[config.mk]
export PLATFORM = sky130hd
export DESIGN_NAME = spi_sprite_loader_flat
export DESIGN_NICKNAME = d
export VERILOG_FILES = /design/src/rtl/spi_sprite_loader_if.sv /design/src/rtl/spi_sprite_loader.sv /design/src/flat_wrapper.sv
export SDC_FILE = /design/constraint.sdc
export NUM_CORES = 1
export LEC_CHECK = 0
export BUFFER_PORTS_ARGS = -buffer_cell sky130_fd_sc_hd__buf_2
export CAP_MARGIN = 40
export CORE_ASPECT_RATIO = 1.4
export CORE_MARGIN = 8
export CORE_UTILIZATION = 35
export CTS_CLUSTER_SIZE = 24
export DETAILED_ROUTE_END_ITERATION = 7
export PLACE_DENSITY = 0.54
export SLEW_MARGIN = 40
export SYNTH_ARGS = -nofsm -noshare
export SYNTH_HDL_FRONTEND = slang
export SYNTH_SLANG_ARGS = --single-unit
[constraint.sdc]
create_clock -name clk -period 1.95 [get_ports clk]
set_input_delay 0.2925 -clock clk [delete_from_list [all_inputs] [get_ports clk]]
set_output_delay 0.2925 -clock clk [all_outputs]
set_load 0.005 [all_outputs]
[src/rtl/spi_sprite_loader_if.sv]
`default_nettype none
// ============================================================================
// Module   : spi_sprite_loader_if
// Purpose  : SPI pin bundle between an SPI master and the sprite loader.
//            spi_miso exists only when SPI_LOADER_MISO_EN is defined.
// Revision : 1.0 - initial release
// ============================================================================
interface spi_sprite_loader_if;
  logic spi_clk;
  logic spi_data;
  logic spi_sel_n;
`ifdef SPI_LOADER_MISO_EN
  logic spi_miso;

  modport master (output spi_clk, output spi_data, output spi_sel_n, input  spi_miso);
  modport slave  (input  spi_clk, input  spi_data, input  spi_sel_n, output spi_miso);
`else
  modport master (output spi_clk, output spi_data, output spi_sel_n);
  modport slave  (input  spi_clk, input  spi_data, input  spi_sel_n);
`endif
endinterface
`default_nettype wire

[src/rtl/spi_sprite_loader.sv]
`default_nettype none
// ============================================================================
// Module   : spi_sprite_loader
// Purpose  : Mode-0 SPI slave feeding the sprite shift register and providing
//            frame-synchronous background/sprite colour registers.
//            Optional feature macro: SPI_LOADER_MISO_EN (echo of the previous
//            command byte on spi_miso while a command byte is received).
// Revision : 1.0 - initial release
// ============================================================================
module spi_sprite_loader #(
  parameter int         SPRITE_BITS = 100,
  parameter logic [5:0] BG_RESET    = 6'b010101,
  parameter logic [5:0] FG_RESET    = 6'b111111
) (
  input  logic               clk,
  input  logic               reset,
  spi_sprite_loader_if.slave spi,
  input  logic               next_frame,
  output logic               sprite_load,
  output logic               sprite_data,
  output logic               load_done,
  output logic               cmd_error,
  output logic [5:0]         bg_color,
  output logic [5:0]         fg_color
);

  // Counter must hold both a byte index (0..7) and a bitmap index.
  localparam int CNT_W = ($clog2(SPRITE_BITS) > 3) ? $clog2(SPRITE_BITS) : 3;
  localparam logic [CNT_W-1:0] BYTE_LAST   = CNT_W'(7);
  localparam logic [CNT_W-1:0] SPRITE_LAST = CNT_W'(SPRITE_BITS - 1);

  localparam logic [7:0] CMD_LOAD = 8'h01;
  localparam logic [7:0] CMD_BG   = 8'h02;
  localparam logic [7:0] CMD_FG   = 8'h03;

  typedef enum logic [2:0] {S_IDLE, S_CMD, S_LOAD, S_ARG, S_DISCARD} state_t;

  // Synchroniser chains: [1] is the synchronised value, [2] its previous value.
  logic [2:0] sclk_sync_d, sclk_sync_q;
  logic [2:0] sel_sync_d,  sel_sync_q;
  logic [1:0] data_sync_d, data_sync_q;

  state_t           state_d, state_q;
  logic [CNT_W-1:0] cnt_d, cnt_q;
  logic [6:0]       shift_d, shift_q;
  logic             target_bg_d, target_bg_q;
  logic [5:0]       bg_shadow_d, bg_shadow_q;
  logic [5:0]       fg_shadow_d, fg_shadow_q;
  logic             pending_d, pending_q;
  logic [5:0]       bg_color_d, bg_color_q;
  logic [5:0]       fg_color_d, fg_color_q;
  logic             sprite_load_d, sprite_load_q;
  logic             sprite_data_d, sprite_data_q;
  logic             load_done_d, load_done_q;
  logic             cmd_error_d, cmd_error_q;

  logic       sclk_s, sclk_q, sel_s, sel_q, data_s;
  logic       rise, sel_fall;
  logic [7:0] rx_byte;

  assign sclk_s   = sclk_sync_q[1];
  assign sclk_q   = sclk_sync_q[2];
  assign sel_s    = sel_sync_q[1];
  assign sel_q    = sel_sync_q[2];
  assign data_s   = data_sync_q[1];
  assign rise     = sclk_s & ~sclk_q;
  assign sel_fall = ~sel_s & sel_q;
  // Byte completed by the bit arriving on this rise.
  assign rx_byte  = {shift_q, data_s};

`ifdef SPI_LOADER_MISO_EN
  logic       fall;
  logic [7:0] prev_cmd_d, prev_cmd_q;
  logic [7:0] miso_sr_d, miso_sr_q;

  assign fall         = ~sclk_s & sclk_q;
  assign spi.spi_miso = (state_q == S_CMD) ? miso_sr_q[7] : 1'b0;
`endif

  // Input synchroniser shift.
  always_comb begin
    sclk_sync_d = {sclk_sync_q[1:0], spi.spi_clk};
    sel_sync_d  = {sel_sync_q[1:0],  spi.spi_sel_n};
    data_sync_d = {data_sync_q[0],   spi.spi_data};
  end

  // Next-state, datapath and output-pulse logic.
  always_comb begin
    state_d       = state_q;
    cnt_d         = cnt_q;
    shift_d       = shift_q;
    target_bg_d   = target_bg_q;
    bg_shadow_d   = bg_shadow_q;
    fg_shadow_d   = fg_shadow_q;
    pending_d     = pending_q;
    bg_color_d    = bg_color_q;
    fg_color_d    = fg_color_q;
    sprite_load_d = 1'b0;
    sprite_data_d = 1'b0;
    load_done_d   = 1'b0;
    cmd_error_d   = 1'b0;
`ifdef SPI_LOADER_MISO_EN
    prev_cmd_d    = prev_cmd_q;
    miso_sr_d     = miso_sr_q;
`endif

    // Colour swap at frame boundary. A shadow write in this same cycle
    // re-arms pending below, so it lands at the following frame.
    if (next_frame && pending_q) begin
      bg_color_d = bg_shadow_q;
      fg_color_d = fg_shadow_q;
      pending_d  = 1'b0;
    end

    if (sel_s) begin
      // Chip select high wins over any simultaneous clock rise.
      if (state_q == S_LOAD && cnt_q != '0) cmd_error_d = 1'b1;
      state_d = S_IDLE;
    end else begin
      case (state_q)
        S_IDLE: begin
          if (sel_fall) begin
            state_d = S_CMD;
            cnt_d   = '0;
`ifdef SPI_LOADER_MISO_EN
            miso_sr_d = prev_cmd_q;
`endif
          end
        end
        S_CMD: begin
`ifdef SPI_LOADER_MISO_EN
          if (fall) miso_sr_d = {miso_sr_q[6:0], 1'b0};
`endif
          if (rise) begin
            shift_d = rx_byte[6:0];
            if (cnt_q == BYTE_LAST) begin
              cnt_d = '0;
`ifdef SPI_LOADER_MISO_EN
              prev_cmd_d = rx_byte;
`endif
              case (rx_byte)
                CMD_LOAD: state_d = S_LOAD;
                CMD_BG:   begin state_d = S_ARG; target_bg_d = 1'b1; end
                CMD_FG:   begin state_d = S_ARG; target_bg_d = 1'b0; end
                default:  begin state_d = S_DISCARD; cmd_error_d = 1'b1; end
              endcase
            end else begin
              cnt_d = cnt_q + 1'b1;
            end
          end
        end
        S_LOAD: begin
          if (rise) begin
            sprite_load_d = 1'b1;
            sprite_data_d = data_s;
            if (cnt_q == SPRITE_LAST) begin
              load_done_d = 1'b1;
              state_d     = S_DISCARD;
            end else begin
              cnt_d = cnt_q + 1'b1;
            end
          end
        end
        S_ARG: begin
          if (rise) begin
            shift_d = rx_byte[6:0];
            if (cnt_q == BYTE_LAST) begin
              if (target_bg_q) bg_shadow_d = rx_byte[5:0];
              else             fg_shadow_d = rx_byte[5:0];
              pending_d = 1'b1;
              state_d   = S_DISCARD;
            end else begin
              cnt_d = cnt_q + 1'b1;
            end
          end
        end
        S_DISCARD: ;
        default:   state_d = S_IDLE;
      endcase
    end
  end

  // State and output registers with synchronous reset.
  always_ff @(posedge clk) begin
    if (reset) begin
      // Select chain clears to 0 so a CS window cut by reset is never
      // mistaken for a new falling edge; it must go high first.
      sclk_sync_q   <= '0;
      sel_sync_q    <= '0;
      data_sync_q   <= '0;
      state_q       <= S_IDLE;
      cnt_q         <= '0;
      shift_q       <= '0;
      target_bg_q   <= 1'b0;
      bg_shadow_q   <= BG_RESET;
      fg_shadow_q   <= FG_RESET;
      pending_q     <= 1'b0;
      bg_color_q    <= BG_RESET;
      fg_color_q    <= FG_RESET;
      sprite_load_q <= 1'b0;
      sprite_data_q <= 1'b0;
      load_done_q   <= 1'b0;
      cmd_error_q   <= 1'b0;
`ifdef SPI_LOADER_MISO_EN
      prev_cmd_q    <= 8'h00;
      miso_sr_q     <= 8'h00;
`endif
    end else begin
      sclk_sync_q   <= sclk_sync_d;
      sel_sync_q    <= sel_sync_d;
      data_sync_q   <= data_sync_d;
      state_q       <= state_d;
      cnt_q         <= cnt_d;
      shift_q       <= shift_d;
      target_bg_q   <= target_bg_d;
      bg_shadow_q   <= bg_shadow_d;
      fg_shadow_q   <= fg_shadow_d;
      pending_q     <= pending_d;
      bg_color_q    <= bg_color_d;
      fg_color_q    <= fg_color_d;
      sprite_load_q <= sprite_load_d;
      sprite_data_q <= sprite_data_d;
      load_done_q   <= load_done_d;
      cmd_error_q   <= cmd_error_d;
`ifdef SPI_LOADER_MISO_EN
      prev_cmd_q    <= prev_cmd_d;
      miso_sr_q     <= miso_sr_d;
`endif
    end
  end

  assign sprite_load = sprite_load_q;
  assign sprite_data = sprite_data_q;
  assign load_done   = load_done_q;
  assign cmd_error   = cmd_error_q;
  assign bg_color    = bg_color_q;
  assign fg_color    = fg_color_q;

endmodule
`default_nettype wire

[src/flat_wrapper.sv]
// flat-port wrapper written by rule: the top's interface ports become plain ports
module spi_sprite_loader_flat 
#(
  parameter int         SPRITE_BITS = 100,
  parameter logic [5:0] BG_RESET    = 6'b010101,
  parameter logic [5:0] FG_RESET    = 6'b111111
)
  (clk, reset, next_frame, sprite_load, sprite_data, load_done, cmd_error, bg_color, fg_color, spi_spi_clk, spi_spi_data, spi_spi_sel_n);
  spi_sprite_loader_if spi_i ();
  input  logic clk;
  input  logic reset;
  input  logic next_frame;
  output logic sprite_load;
  output logic sprite_data;
  output logic load_done;
  output logic cmd_error;
  output logic [5:0] bg_color;
  output logic [5:0] fg_color;
  input wire logic [$bits(spi_i.spi_clk)-1:0] spi_spi_clk;
  input wire logic [$bits(spi_i.spi_data)-1:0] spi_spi_data;
  input wire logic [$bits(spi_i.spi_sel_n)-1:0] spi_spi_sel_n;
  assign spi_i.spi_clk = spi_spi_clk;
  assign spi_i.spi_data = spi_spi_data;
  assign spi_i.spi_sel_n = spi_spi_sel_n;
  spi_sprite_loader #(.SPRITE_BITS(SPRITE_BITS), .BG_RESET(BG_RESET), .FG_RESET(FG_RESET)) u_core (.clk(clk), .reset(reset), .spi(spi_i), .next_frame(next_frame), .sprite_load(sprite_load), .sprite_data(sprite_data), .load_done(load_done), .cmd_error(cmd_error), .bg_color(bg_color), .fg_color(fg_color));
endmodule
==> results.ini <==
[flow_run]
drv_cap = 0

[worst_setup_path]
worstPathArrival_ns = 2.06
endpoint_kind = flop
critPathMaxStageDelay_ns = 0.47
path_class = reg2reg
ff2ff_path_depth = 4
critical_path_required_ns = 2.18
slowest_stage = or4_4
crit_fanout = 6
crit_chain = nor4_4, a31oi_1, or4_4, o41ai_2
start_kind = flop

[detailed_routing]
drc_errors = 0
drtAntennaViolNets = 0
dr.pass1.iters = 4
drt_iter0_markers = 84
wl_per_cell_um = 14.41
via_count = 1887
viasPerCell = 5.073
drt-total-wl_um = 5360

[power]
powerDensity_nw_per_um2 = 717.6
power_leakage_nw = 1.080
power_mw = 2.009
ir_drop_mv = 0.4300

[placement]
numPortBuffers = 21
hpwl_um = 3695
dp_cells = 364
place_congestion = 0.8094

[sta]
timing.final.crit_share = 0.9411
relSlewSlack = 0.6166
rsz0062_at_grt = no
hold_viol_final = 0
worst_hold_slack_ns = 0.1917
period_needed_ns = 1.835
fmax_mhz = 544.9
skew_ns = 0.01021
tns_ns = 0
setup_viol = 0
slew_viol_final = 0
tightest_slew_ns = 0.5751

[floorplan]
start_util = 0.3558
num_rows = 36
core_sq_um = 6892
die_area_sq_um = 9979
die_w_um = 86.75
die-height_um = 115.0
io_pins = 22

[synth]
seq_area_frac_synth = 0.4490
postSynth.asyncResetShare = 0
synth_nets = 265
synth_edf_count = 0
syn_inst = 257
ys_ff_latch = 55
ys.warnings.count = 0
synthFlopType = dfxtp_1
syn_area_sq_um = 2452
ys_types = 50
avgSynthCellArea_sq_um = 9.542

[clocking]
clock_path_buffers = 2
cts_setup_buffers = 0
cts_tree = built
clkSlewWorstSetupHoldPaths_ns = 0.11
clk_latency_ns = 0.31
cts.sinks = 55
cts_buffers = 5
cts-root-buf = clkbuf_8
cts-htree-levels = 2

[global_route]
grt_pass1_vias = 1841
grt_start_max_net_pins = 64
grt_pass1_wl_um = 9039
grt.overflow.total = 0
grt_util_all_layers = 0.1136
antenna_found_initial = 0

[final_layout]
final_util = 0.4063
num_antenna_cells = 0
syn_to_final_growth_pct = 14.18
drive_gt1_frac = 0.1949
final_nets = 284
layout.cells.non_filler = 372

[worst_hold_path]
hold_path.class = in2reg
hold_path_depth = 2

[status]
outcome = finished clean

worst max-delay path, delay by kind of cell, from the launching register on:
kind	cells	cell delay, ns
AND/OR/NAND/NOR	2	0.92
AO/OA/AOI/OAI	2	0.43
flip-flops	1	0.40
cells in the final DEF (no fill, tap or decap), types with 2 or more instances in the layout:
cell type,netlist,final
dfxtp_1,55,54
nor2_1,30,30
mux2i_1,21,21
buf_2,3,21
nor2b_1,11,11
and3_1,10,10
a21oi_1,10,10
inv_1,9,9
nand2b_1,9,9
a211o_1,9,9
buf_4,0,9
nand3_1,7,7
nand2_1,7,7
or2_2,5,5
nand4_1,5,5
clkbuf_8,0,5
or3_1,4,4
o32ai_1,4,4
a211oi_1,3,3
a2111oi_0,4,3
and2_1,2,2
nor3_1,2,2
o31ai_1,2,2
per-layer routing:
metal  vias up  global-route usage  share of wire
li1        969                   -              -
met3        10             0.01931          0.020
met2        25              0.1994           0.50
met5         -                   0              0
met4         0             0.06344          0.029
met1       883              0.1258           0.45
repair_timing:
action	in CTS	in global routing
setup endpoints to repair	0	14
resized for setup	0	4
hold buffers	0	0
worst paths after layout:
path | to | slack [ns] | start
worst min register to register | u_core.sclk_sync_q[1]$_SDFF_PP0_ | 0.45 | u_core.sclk_sync_q[0]$_SDFF_PP0_
worst max-delay path | u_core.state_q[2]$_SDFFE_PP0P_ | 0.11 | u_core.cnt_q[6]$_SDFFE_PP0P_
worst max register to register | u_core.state_q[2]$_SDFFE_PP0P_ | 0.11 | u_core.cnt_q[6]$_SDFFE_PP0P_
worst min-delay path | u_core.sel_sync_q[0]$_SDFF_PP0_ | 0.19 | spi_spi_sel_n
state kept, by name (all words and copies together) (netlist names), 2 cells and up:
register and count:
u_core.bg_color 6, u_core.bg_shadow_q 6, u_core.shift_q 7, u_core.cnt_q 7, u_core.sel_sync_q 3, u_core.state_q 3, u_core.fg_color 6, u_core.sclk_sync_q 3
u_core.data_sync_q 2, u_core.fg_shadow_q 6
kinds of logic after synthesis:
| logic type | count (synthesis) | share of synthesized area |
|---|---|---|
| DFF | 55 | 0.4490 |
| and+or+nand+nor | 106 | 0.2577 |
| AOI/OAI and AO/OA | 44 | 0.1424 |
| adders and majority gates | 2 | 0.01020 |
| muxes | 22 | 0.09031 |
| buffers and inverters | 28 | 0.05051 |
stage by stage:
| step | area [sq um] | setup WS (ns) |
|---|---|---|
| 2_1_floorplan | 2452 | 0.1392 |
| 3_3_place_gp | 2674 | 0.1181 |
| 3_5_place_dp | 2674 | 0.09910 |
| 4_1_cts | 2789 | 0.07592 |
| 5_1_grt | 2800 | 0.002343 |
| 6_report | 2800 | 0.1148 |
area by class of cell:
class	instances	area, sq um
fillers	705	4091
flip-flops and latches	55	1102
clock buffers	5	68.82
multi-input cells	174	1237
clock inverters	3	46.29
inverters	9	33.78
repair buffers	31	192.7
well taps	95	118.9
power breakdown:
part / switching (mW) / internal (mW) / leakage (nW)
clock network: 0.404 / 0.388 / 0.0548
logic: 0.0488 / 0.0302 / 0.580
registers: 0.00757 / 1.13 / 0.446
total: 0.461 / 1.55 / 1.08
cell usage after synthesis, types with 5 or more instances:
cell type   n  area, sq um
a211o_1     9        78.83
a21oi_1    10        50.05
and3_1     10        62.56
clkbuf_1   14        52.55
dfxtp_1    55         1101
inv_1       9        33.78
mux2i_1    21        210.2
nand2_1     7        26.28
nand2b_1    9        56.30
nand3_1     7        35.03
nand4_1     5        31.28
nor2_1     30        112.6
nor2b_1    11        68.82
or2_2       5        31.28
Power figures use the tool's default switching activity.
